File: src/rtl/input_conditioner.sv
// Push-button front end: 2-flop sync, per-key debounce, press edge detect and
// frame-aligned capture so game logic sees stable per-frame key state.

module input_conditioner_lane #(
  parameter int DEBOUNCE_CYCLES = 250000,
  parameter int CNT_W           = 18
) (
  input  logic clk,
  input  logic reset_n,
  input  logic key_n,
  input  logic frame_tick,
  output logic key_level,
  output logic key_press,
  output logic frame_level,
  output logic frame_press
);
  localparam logic [CNT_W-1:0] CNT_MAX = CNT_W'(DEBOUNCE_CYCLES - 1);

  logic             sync1_q, sync1_d;
  logic             sync2_q, sync2_d;
  logic [CNT_W-1:0] cnt_q, cnt_d;
  logic             level_q, level_d;
  logic             level_dly_q, level_dly_d;
  logic             pending_q, pending_d;
  logic             flevel_q, flevel_d;
  logic             fpress_q, fpress_d;
  logic             press;

  assign press = level_q & ~level_dly_q;

  always_comb begin
    sync1_d     = ~key_n;
    sync2_d     = sync1_q;
    level_dly_d = level_q;
    cnt_d       = cnt_q;
    level_d     = level_q;
    // Any return to the accepted level restarts the count, so glitches never land.
    if (sync2_q == level_q) begin
      cnt_d = '0;
    end else if (cnt_q == CNT_MAX) begin
      level_d = sync2_q;
      cnt_d   = '0;
    end else begin
      cnt_d = cnt_q + 1'b1;
    end
  end

  always_comb begin
    pending_d = pending_q;
    flevel_d  = flevel_q;
    fpress_d  = fpress_q;
    // A press landing on the tick belongs to the frame that is closing.
    if (frame_tick) begin
      flevel_d  = level_q;
      fpress_d  = pending_q | press;
      pending_d = 1'b0;
    end else if (press) begin
      pending_d = 1'b1;
    end
  end

  always_ff @(posedge clk or negedge reset_n) begin
    if (!reset_n) begin
      sync1_q     <= 1'b0;
      sync2_q     <= 1'b0;
      cnt_q       <= '0;
      level_q     <= 1'b0;
      level_dly_q <= 1'b0;
      pending_q   <= 1'b0;
      flevel_q    <= 1'b0;
      fpress_q    <= 1'b0;
    end else begin
      sync1_q     <= sync1_d;
      sync2_q     <= sync2_d;
      cnt_q       <= cnt_d;
      level_q     <= level_d;
      level_dly_q <= level_dly_d;
      pending_q   <= pending_d;
      flevel_q    <= flevel_d;
      fpress_q    <= fpress_d;
    end
  end

  assign key_level   = level_q;
  assign key_press   = press;
  assign frame_level = flevel_q;
  assign frame_press = fpress_q;
endmodule

module input_conditioner #(
  parameter int N_KEYS          = 4,
  parameter int DEBOUNCE_CYCLES = 250000,
  parameter int CNT_W           = 18,
  parameter int STEP_IDX        = 3,
  parameter int LEFT_IDX        = 2,
  parameter int RIGHT_IDX       = 1,
  parameter int ATK_IDX         = 0
) (
  input  logic              clk,
  input  logic              reset_n,
  input  logic [N_KEYS-1:0] key_n,
  input  logic              frame_tick,
  output logic [N_KEYS-1:0] key_level,
  output logic [N_KEYS-1:0] key_press,
  output logic [N_KEYS-1:0] frame_level,
  output logic [N_KEYS-1:0] frame_press,
  output logic              move_left,
  output logic              move_right,
  output logic              attack,
  output logic              step_pulse
);
  input_conditioner_lane #(
    .DEBOUNCE_CYCLES(DEBOUNCE_CYCLES),
    .CNT_W          (CNT_W)
  ) u_lane [N_KEYS-1:0] (
    .clk        (clk),
    .reset_n    (reset_n),
    .key_n      (key_n),
    .frame_tick (frame_tick),
    .key_level  (key_level),
    .key_press  (key_press),
    .frame_level(frame_level),
    .frame_press(frame_press)
  );

  // Opposing directions held together cancel out.
  assign move_left  = frame_level[LEFT_IDX] & ~frame_level[RIGHT_IDX];
  assign move_right = frame_level[RIGHT_IDX] & ~frame_level[LEFT_IDX];
  assign attack     = frame_press[ATK_IDX];
  assign step_pulse = key_press[STEP_IDX];
endmodule
File: config.mk
export PLATFORM = sky130hd
export DESIGN_NAME = input_conditioner
export DESIGN_NICKNAME = d
export VERILOG_FILES = /design/src/rtl/input_conditioner.sv
export SDC_FILE = /design/constraint.sdc
export NUM_CORES = 1
export LEC_CHECK = 0
export CAP_MARGIN = 10
export CORE_UTILIZATION = 55
export DETAILED_ROUTE_END_ITERATION = 10
export HOLD_SLACK_MARGIN = 0.06
export PLACE_DENSITY = 0.72
export SYNTH_ARGS = -nofsm -noshare
export SYNTH_HDL_FRONTEND = slang
export SYNTH_SLANG_ARGS = --single-unit
File: constraint.sdc
create_clock -name clk -period 3.04 [get_ports clk]
set_input_delay 0.76 -clock clk [delete_from_list [all_inputs] [get_ports clk]]
set_output_delay 0.76 -clock clk [all_outputs]
set_load 0.05 [all_outputs]
=== Word-level counts from Yosys, hierarchy flattened ===
Cells that the tools add are included.

* Register bits after elaboration: 100
* Input bits: 7
* Logic and storage cells: 92

* Add/subtract/negate cells: 4
* Eq/ne operators: 8
* Muxes and demuxes: 16
* Bitwise gates (word level): 24
* Reduce and logical (&&, ||, !) cells: 8

{| class="wikitable"
|+ Operators by type and width
! kind !! number
|-
| 18-bit 2-to-1 mux || 8
|-
| 18-bit by 1-bit adder with 18-bit output (second input constant) || 4
|-
| 18-bit == test (second input constant) || 4
|-
| 1-bit NOT || 14
|-
| 1-bit 2-to-1 mux || 8
|-
| 2-bit AND reduction || 4
|-
| 2-bit nonzero test || 4
|-
| 1-bit bitwise AND || 6
|-
| 1-bit == test || 4
|-
| 1-bit OR || 4
|}

=== Depth between registers and ports, before layout ===
Gate-level depths: netlist of the first run.

* Word-level depth: 4
* Mapped depth: 6

=== By module ===
A second synthesis of the first run with hierarchy kept.

* Cell total of the unflattened synthesis: 444
* Area, all modules: 4699.5 um2

{| class="wikitable"
|+ By module, submodules not included
! module !! instances !! cells an instance !! area an instance (um2)
|-
| input_conditioner_lane || 4 || 110 || 1167.4
|-
| input_conditioner || 1 || 4 || 30.0
|}

=== Least setup slack after synthesis of the first run ===
Ideal clock, no wire load.

* Kind: register to output
* From: register u_lane[3].level_q
* To: output port key_press[3]
* Arrival time: 1529 ps
* Path slack: 751 ps
* Stages on the path, launching flop included: 3
* Buffers on the path: 1
* Path through: dfrtp_1 nor2b_1 buf_4

* Word-level cells in the longest chain between the ends: 1

{| class="wikitable"
|+ Ends and longest elaborated chain
! what !! RTL line !! source
|-
| start: declaration || 22 || <nowiki>logic level_q, level_d;</nowiki>
|-
| start signal: assignment || 76 || <nowiki>level_q <= level_d;</nowiki>
|-
| 1-bit bitwise AND || 29 || <nowiki>assign press = level_q & ~level_dly_q;</nowiki>
|-
| end: declaration || 104 || <nowiki>output logic [N_KEYS-1:0] key_press,</nowiki>
|}

Every way passes these cells.

=== Final worst setup path of the first run ===
* From: register u_lane[2].level_q
* To: output port key_press[2]

* Word-level cells in the longest chain between the ends: 1

{| class="wikitable"
|+ Ends and longest elaborated chain
! what !! RTL line
|-
| start: declaration || 22
|-
| start signal: assignment || 76
|-
| 1-bit bitwise AND || 29
|}

Every way passes these cells.

==> run metrics, run 1 <==
outcome completed; initial antenna violation count 0; Pint 1.70 mW; Synth area leaders dfrtp_1 (53%), nor2_1 (6.8%), xnor2_1 (6.7%), xor2_1 (3.9%), nand4_1 (3.4%); FF+latch count, synth 100; sw power 578 uW; Area after DPL 4980 sq um; Slowest-stage cell, CP clkdlybuf4s50_1; Final Hold Fails 0; Crit path largest cell delay 0.85 ns; Final Wtd Congestion 0.846; DR pass1 iterations 6; die height 94.7 um; DRT iter0 DRCs 141; min-delay src u_lane[1].sync1_q; Setup TNS 0 ns; Hold WC Path Type reg -> reg; CTS tree built; crit path max fanout 6; Final min period 2.67 ns; Sink Count 100; post-synthesis cell type count 36; R2R Path Start u_lane[2].cnt_q[10]; Layout Nets 489; largest net degree at the start of global routing 53; ys flop type dfrtp_1; Worst EP arrival 1.91 ns; Max VDD drop 0.263 mV; clk buf depth 2; antenna viol nets, final 0; Cells after Synth 465; Synth top cells by count dfrtp_1 (100), nor2_1 (85), xnor2_1 (36), nand4_1 (26), xor2_1 (21); Pwr Density 441 nW/um^2; CTS clock-pin slew for the worst setup and hold paths 0.10 ns; gr usage total 0.204; core footprint 8260 sq um; FP Rows 33; critical-path cell list nor2b_1, clkdlybuf4s50_1; FMAX 0.374 GHz; grt ovf 0; hold path depth 0; most frequent cell after synthesis dfrtp_1; asr flop ratio synth 1.00; Via density 5.60; IO buf count 26; slew of the pin with the lowest slew margin 0.620 ns; share of power burned in combinational logic 0.051; vias in the first global route 3,122; Reg power frac 0.601; post-synthesis instance area 4720 sq um; CP Capture Type output port; Root Driver clkbuf_8; Final period util 0.880; H-Tree Level Count 3; max-cap viol count 0; pre-CTS worst setup slack 0.757 ns; total routed wirelength 8.40 mm; CP required 2.28 ns; hold buffers post-CTS 0; detailed-route via count 3,292; detailed-placement wirelength estimate 5.84 mm; yosys warns 0; Setup-failing EPs final 0; fin area 5170 sq um; Clk pwr share 0.348; Post-synth EDFFs 0; Slew Viols, Final 0; Rel. slew slack 0.584; post-synthesis sequential area ratio 0.530; CTS buffer count 9; Die Wd 94.7 um; Setup CP Type reg -> out; clk_lat worst skew 0.36 ns; n_diodes 0; leakage 2.15 nW; drt wl/cell 14.3 um; R2R Path End u_lane[2].cnt_q[16]; Final WS setup 0.366 ns; DRC 0; Util after Layout 0.626; switching part of the total 0.254; Synth area leader dfrtp_1; Initial Util 0.572; WHS Endpoint u_lane[1].sync2_q; CTS resizes 0; CP Launch Type flip-flop; layout cells sized above 1 0.0787; synth-to-layout area growth 9.41%; total die area 8960 sq um; Clock Skews 0.00937 ns; post-synth top area share 0.530; first-pass GRT wire length 14.1 mm; synthesized net count 476; worst reg-to-reg path cell count 5; RSZ-0062 raised after global routing false; setup bufs post-CTS 0; num ports 27; Mapped Avg Cell Area 10.2 sq um; R2R setup slack 0.98 ns
## sequential cells by signal (all words and copies together), names as in the netlist
register / count
u_lane.cnt_q: 72
u_lane.frame_level: 4
u_lane.frame_press: 4
u_lane.key_level: 4
u_lane.level_dly_q: 4
u_lane.pending_q: 4
u_lane.sync1_q: 4
u_lane.sync2_q: 4
## how the worst max path moves through the flow
stage	start	endpoint	slack (ns)	cells past startpoint
finish	u_lane[2].key_level	key_press[2]	0.37	2
global route	u_lane[2].key_level	key_press[2]	0.27	2
CTS	u_lane[2].key_level	key_press[2]	0.35	2
detailed placement	u_lane[2].key_level	key_press[2]	0.76	2
global placement	u_lane[2].key_level	key_press[2]	0.77	2
floorplan	u_lane[3].key_level	key_press[3]	0.75	2
## power by group through the flow
stage | clock network [mW] | registers [mW] | logic [mW]
after CTS | 0.818 | 1.37 | 0.121
after global routing | 0.867 | 1.37 | 0.134
final | 0.791 | 1.37 | 0.117
after detailed placement | 0 | 1.39 | 0.120
after floorplan | 0 | 1.39 | 0.0639
after global placement | 0 | 1.39 | 0.118
## cell type report
type | count | area, sq um
fill | 688 | 3090
sequential | 100 | 2500
multi-input combinational | 322 | 1980
timing repair buffer | 32 | 315
tap | 105 | 131
clock buffer | 9 | 124
clock inverter | 7 | 60.1
inverter | 13 | 48.8
## stage by stage
step | hold slack [ns] | total power [mW] | cells
detailed placement | 0.343 | 1.51 | 572
finish | 0.365 | 2.28 | 588
global route | 0.379 | 2.37 | 588
CTS | 0.370 | 2.31 | 588
global placement | 0.337 | 1.51 | 572
floorplan | 0.331 | 1.46 | 465
## logic make-up after synthesis
family	count (synthesis)	synth area share
buf+inv	43	0.0498
compound gates	30	0.0379
simple gates	223	0.247
mux	8	0.0191
fa+ha+maj	4	0.0106
flops	100	0.530
xor+xnor	57	0.106
## cell usage in the layout, fill, tap and decap left out, types with 2 or more instances in the layout
cell	n
clkbuf_8	9
clkinvlp_4	3
nand2_1	20
o21ai_1	3
xor2_1	21
or3_1	9
mux2_2	8
nor4_1	17
nor2_1	85
nand3_1	20
dfrtp_1	100
clkinv_4	2
nand4b_1	4
buf_4	6
a21oi_1	14
and4_1	7
nor2b_1	8
o21ai_0	10
inv_1	13
clkdlybuf4s50_1	25
nor4b_1	2
ha_1	4
and3_1	6
xnor2_1	36
nor3_1	11
nand4_1	26
## critical path, delay by kind of cell, from the launching register on
kind	cells	cell delay, ns
AND/OR/NAND/NOR	1	0.27
flip-flops	1	0.44
buffers and inverters	1	0.85
## metal layers
metal	wire length (um)	part of all wire	global-route usage
met3	255	0.030	0.0443
met1	3870	0.46	0.261
met2	4130	0.49	0.339
met4	142	0.017	0.0758
met5	0	0	0
No activity file was read; power rests on OpenSTA's default activity.
==> run 2: changes to the inputs <==
CORE_UTILIZATION = 45   (was 55)
PLACE_DENSITY = 0.61   (was 0.72)
==> run 2 against run 1 <==
Effect of this change:
- wire length grew 1.2%
- via count shrank 2.7%
- final cell count grew 5.6%
- clock skew up 0.00098 ns
- hold slack worse by 0.0082 ns
- register-to-register slack lost 0.02 ns
- clock-buffer cell count rose by 1
- power grew 1.8%
- fmax increased by 1.1%
- final area is 0.97% higher
- clock power is 5.2% higher
- largest power group unchanged
==> run metrics, run 2 (synthesis gave the netlist of run 1 again) <==
DRC 0 (unchanged); DR pass1 iterations 4 (-2); Clock Skews 0.0104 ns (+0.000983 ns); Final WS setup 0.394 ns (+0.0279 ns); Final period util 0.870 (-0.00917); first-pass GRT wire length 15.1 mm (+6.8%); clk_lat worst skew 0.36 ns (about the same); core footprint 10,200 sq um (+24%); total die area 10,900 sq um (+22%); CTS clock-pin slew for the worst setup and hold paths 0.09 ns (about the same); Crit path largest cell delay 0.84 ns (about the same); Slew Viols, Final 0 (unchanged); CTS buffer count 9 (unchanged); CTS resizes 0 (unchanged); CTS tree built; dpl cells 605 (+5.8%); gr usage total 0.173 (-0.0303); CP startpoint u_lane[2].key_level; Crit path buffers/inverters 1 (unchanged); FP Rows 37 (+12%); Pint 1.77 mW (+4.2%); most frequent cells in the layout dfrtp_1 (100), nor2_1 (85), xnor2_1 (36); antenna viol nets, final 0 (unchanged); hold buffers post-CTS 0 (unchanged); Pwr Density 444 nW/um^2 (+0.79%); Initial Util 0.462 (-0.110); num ports 27 (unchanged); outcome completed; CP Launch Type flip-flop; Util after Layout 0.510 (-0.116); Layout Nets 491 (+0.41%); Via density 5.16 (-7.9%); delay-heaviest family, CP buffers and inverters; n_diodes 0 (unchanged); leading cell type in the layout, fill and taps excluded dfrtp_1; FMAX 0.378 GHz (+1.1%); total routed wirelength 8.50 mm (+1.2%); max-cap viol count 0 (unchanged); synth-to-layout area growth 10.5%; Root Driver clkbuf_8; layout cells sized above 1 0.0804 (+0.00174); slew of the pin with the lowest slew margin 0.702 ns (+0.0828 ns); Reg power frac 0.590 (-0.011); setup bufs post-CTS 0 (unchanged); Sink Count 100 (unchanged); overall power 2.32 mW (+1.8%); initial antenna violation count 0 (unchanged); vias in the first global route 3,160 (+1.2%); Die Wd 104 um (+10%); IO buf count 26 (unchanged); RSZ-0062 raised after global routing false; Setup CP Type reg -> out; Area after DPL 5020 sq um (+0.83%); largest net degree at the start of global routing 56 (+5.7%); Register Area 2500 sq um (unchanged); detailed-placement wirelength estimate 5.80 mm (-0.72%); die height 104 um (+10%); Fillers 966 (+40%); Max VDD drop 0.317 mV (+20%); share of power burned in combinational logic 0.051 (about the same); Final Hold Fails 0 (unchanged); Finished Layout Cells 621 (+5.6%); Hold WC Path Type reg -> reg; min-delay src u_lane[1].sync1_q; R2R Path Start u_lane[2].cnt_q[10]; worst hold slack 0.356 ns (-0.00817 ns); Clk pwr share 0.359 (+0.011); Top reg by flops u_lane.cnt_q; critical-path cell list nor2b_1, clkdlybuf4s50_1; H-Tree Level Count 3 (unchanged); sw power 546 uW (-5.5%); crit path max fanout 6 (unchanged); Setup TNS 0 ns (unchanged); detailed-route via count 3,202 (-2.7%); leakage 2.17 nW (+0.80%); grt ovf 0 (unchanged); Setup-failing EPs final 0 (unchanged); max reg flops 72 (unchanged); DRT iter0 DRCs 76 (-46%); clk buf depth 2 (unchanged); drt wl/cell 13.7 um (-4.2%); switching part of the total 0.236 (-0.0180); Final Wtd Congestion 0.855 (+1.1%); pre-CTS worst setup slack 0.747 ns (-0.0103 ns); CP Capture Type output port; Slowest-stage cell, CP clkdlybuf4s50_1; fin area 5220 sq um (+0.97%); CP required 2.28 ns (about the same); Rel. slew slack 0.532 (-0.0524); Final min period 2.65 ns (-0.0279 ns); area of the multi-input gates 1980 sq um (unchanged); Worst EP arrival 1.89 ns (-0.02 ns)
## run 2: final timing paths
path	to	slack, ns	depth (start not counted)
max	key_press[2]	0.39	2
min	u_lane[1].sync2_q	0.36	0
max reg2reg	u_lane[2].cnt_q[17]	0.96	5
min reg2reg	u_lane[1].sync2_q	0.36	0
max in group asynchronous	u_lane[3].cnt_q[7]	1.86	2
min in group asynchronous	u_lane[3].sync2_q	0.43	1
## run 2: power by group through the flow
| stage | Combinational [mW] | Sequential (mW) | Clock, mW |
|---|---|---|---|
| floorplan | 0.0639 | 1.39 | 0 |
| global placement | 0.120 | 1.39 | 0 |
| CTS | 0.121 | 1.37 | 0.871 |
| detailed placement | 0.121 | 1.39 | 0 |
| global route | 0.136 | 1.37 | 0.921 |
| finish | 0.117 | 1.37 | 0.832 |
## run 2: layout make-up
type                    count  area share
repair buffers             34      0.0609
clock buffers              10      0.0245
inverters                  13     0.00935
well taps                 136      0.0326
multi-input cells         322       0.380
flip-flops and latches    100       0.480
clock inverters             6      0.0125
## run 2: layer usage
| metal | share of wire | vias to the layer above | GRT usage | wire (um) |
|---|---|---|---|---|
| met5 | 0 | - | 0 | 0 |
| met3 | 0.034 | 8 | 0.0470 | 286 |
| met2 | 0.48 | 38 | 0.280 | 4060 |
| li1 | - | 1617 | - | - |
| met4 | 0.012 | 0 | 0.0490 | 100 |
| met1 | 0.48 | 1539 | 0.229 | 4050 |
==> run 3: changes to the inputs <==
clock period = 2.5 ns   (was 3.04 ns; I/O delays follow)
==> run 3 against run 2 <==
Effect of this change:
- register-to-register slack worse by 0.32 ns
- non-clock buffer count rose by 3
- largest power group unchanged
- highest routed layer unchanged
- utilization is 0.21 points higher
==> run metrics, run 3 (synthesis gave the netlist of run 1 again) <==
CP Launch Type flip-flop; detailed-placement wirelength estimate 5.92 mm (+2.1%); total die area 10,900 sq um (unchanged); drt wl/cell 13.8 um (+0.66%); Root Driver clkbuf_8; Via density 5.32 (+3.1%); H-Tree Level Count 3 (unchanged); slew of the pin with the lowest slew margin 0.694 ns (-0.00878 ns); FMAX 0.429 GHz; vias in the first global route 3,152 (-0.25%); detailed-route via count 3,317 (+3.6%); antenna viol nets, final 0 (unchanged); die height 104 um (unchanged); initial antenna violation count 0 (unchanged); Final Hold Fails 0 (unchanged); CP required 1.88 ns (-0.40 ns); clk_lat worst skew 0.37 ns (about the same); CTS resizes 3 (+3); DRT iter0 DRCs 121 (+59%); Rel. slew slack 0.538 (+0.00585); layout cells sized above 1 0.0922 (+0.0118); total routed wirelength 8.59 mm (+1.1%); IO buf count 26 (unchanged); Hold WC Path Type in -> async; area of the multi-input gates 1980 sq um (unchanged); leading cell type in the layout, fill and taps excluded dfrtp_1; largest net degree at the start of global routing 56 (unchanged); Die Wd 104 um (unchanged); Setup CP Type reg -> out; Max VDD drop 0.430 mV (+36%); Clock Skews 0.0105 ns (+0.000140 ns); Final Wtd Congestion 0.814 (-4.8%); RSZ-0062 raised after global routing false; Sink Count 100 (unchanged); Final period util 0.932; Top reg by flops u_lane.cnt_q; clk buf depth 2 (unchanged); Slew Viols, Final 0 (unchanged); crit path max fanout 4 (-2); most frequent cells in the layout dfrtp_1 (100), nor2_1 (85), xnor2_1 (36); overall power 2.79 mW (+20%); num ports 27 (unchanged); outcome completed; CTS buffer count 9 (unchanged); CP Capture Type output port; Finished Layout Cells 624 (+0.48%); setup bufs post-CTS 0 (unchanged); Area after DPL 5050 sq um (+0.60%); Pwr Density 533 nW/um^2 (+20%); Initial Util 0.462 (unchanged); core footprint 10,200 sq um (unchanged); Worst EP arrival 1.70 ns (-0.19 ns); hold buffers post-CTS 0 (unchanged); Register Area 2500 sq um (unchanged); Setup-failing EPs final 0 (unchanged); CTS tree built; max-cap viol count 0 (unchanged); synth-to-layout area growth 10.9%; dpl cells 608 (+0.50%); Final min period 2.33 ns; FP Rows 37 (unchanged); n_diodes 0 (unchanged); DRC 0 (unchanged); Fillers 956 (-1.0%); fin area 5240 sq um (+0.41%); Layout Nets 494 (+0.61%); max reg flops 72 (unchanged); CTS clock-pin slew for the worst setup and hold paths 0.09 ns (about the same); gr usage total 0.172 (-0.00190); DR pass1 iterations 4 (unchanged); grt ovf 0 (unchanged); leakage 2.21 nW (+1.9%); first-pass GRT wire length 15.0 mm (-0.82%); Setup TNS 0 ns (unchanged)
==> run 3: changes by cell type in the layout (fill, tap and decap cells not counted), moves of 2 or more <==
| cell | change |
|---|---|
| buf_4 | +4 |
| clkdlybuf4s50_1 | -5 |
| clkbuf_8 | +3 |
| dlygate4sd2_1 | +3 |
| clkinv_4 | -2 |
==> run 3: worst max-delay path, cell delays in order, from the launching register on <==
cell and delay, ns:
dfrtp_1 0.39, nor2b_1 0.14, clkdlybuf4s50_1 0.81
==> run 3: per-stage QoR <==
step                worst slack [ns]  hold slack, ns   util
CTS                            0.129           0.304  0.512
global route                  0.0449           0.333  0.512
floorplan                      0.346           0.329      -
detailed placement             0.360           0.337  0.494
finish                         0.171           0.288  0.512
global placement               0.378           0.331  0.494
==> run 3: cell type report <==
| type | instances | area share |
|---|---|---|
| Clock inverter | 4 | 0.00430 |
| Clock buffer | 12 | 0.0315 |
| Timing Repair Buffer | 37 | 0.0657 |
| Tap cell | 136 | 0.0325 |
| Multi-Input combinational cell | 322 | 0.379 |
| Inverter | 13 | 0.00932 |
| Sequential cell | 100 | 0.478 |
==> run 3: worst paths after layout <==
path	slack (ns)	end	cells after the start	start
min	0.29	u_lane[3].sync1_q	1	reset_n
min reg2reg	0.36	u_lane[1].sync2_q	0	u_lane[1].sync1_q
min in group clk	0.36	u_lane[1].sync2_q	0	u_lane[1].sync1_q
max in group asynchronous	1.52	u_lane[2].cnt_q[15]	2	reset_n
max reg2reg	0.64	u_lane[3].cnt_q[13]	6	u_lane[3].cnt_q[0]
max	0.17	move_left	2	u_lane[2].frame_level
==> run 3: layer usage <==
| metal | up-vias | global-route usage | part of all wire |
|---|---|---|---|
| li1 | 1621 | - | - |
| met1 | 1632 | 0.229 | 0.48 |
| met2 | 55 | 0.272 | 0.47 |
| met3 | 9 | 0.0439 | 0.032 |
| met4 | 0 | 0.0582 | 0.011 |
| met5 | - | 0 | 0 |
==> run 3: power breakdown <==
group | total, mW | switching [mW] | leakage, nW | internal [mW]
clock | 0.981 | 0.542 | 0.0982 | 0.439
combinational | 0.147 | 0.0965 | 0.745 | 0.0506
sequential | 1.66 | 0.0190 | 1.36 | 1.64
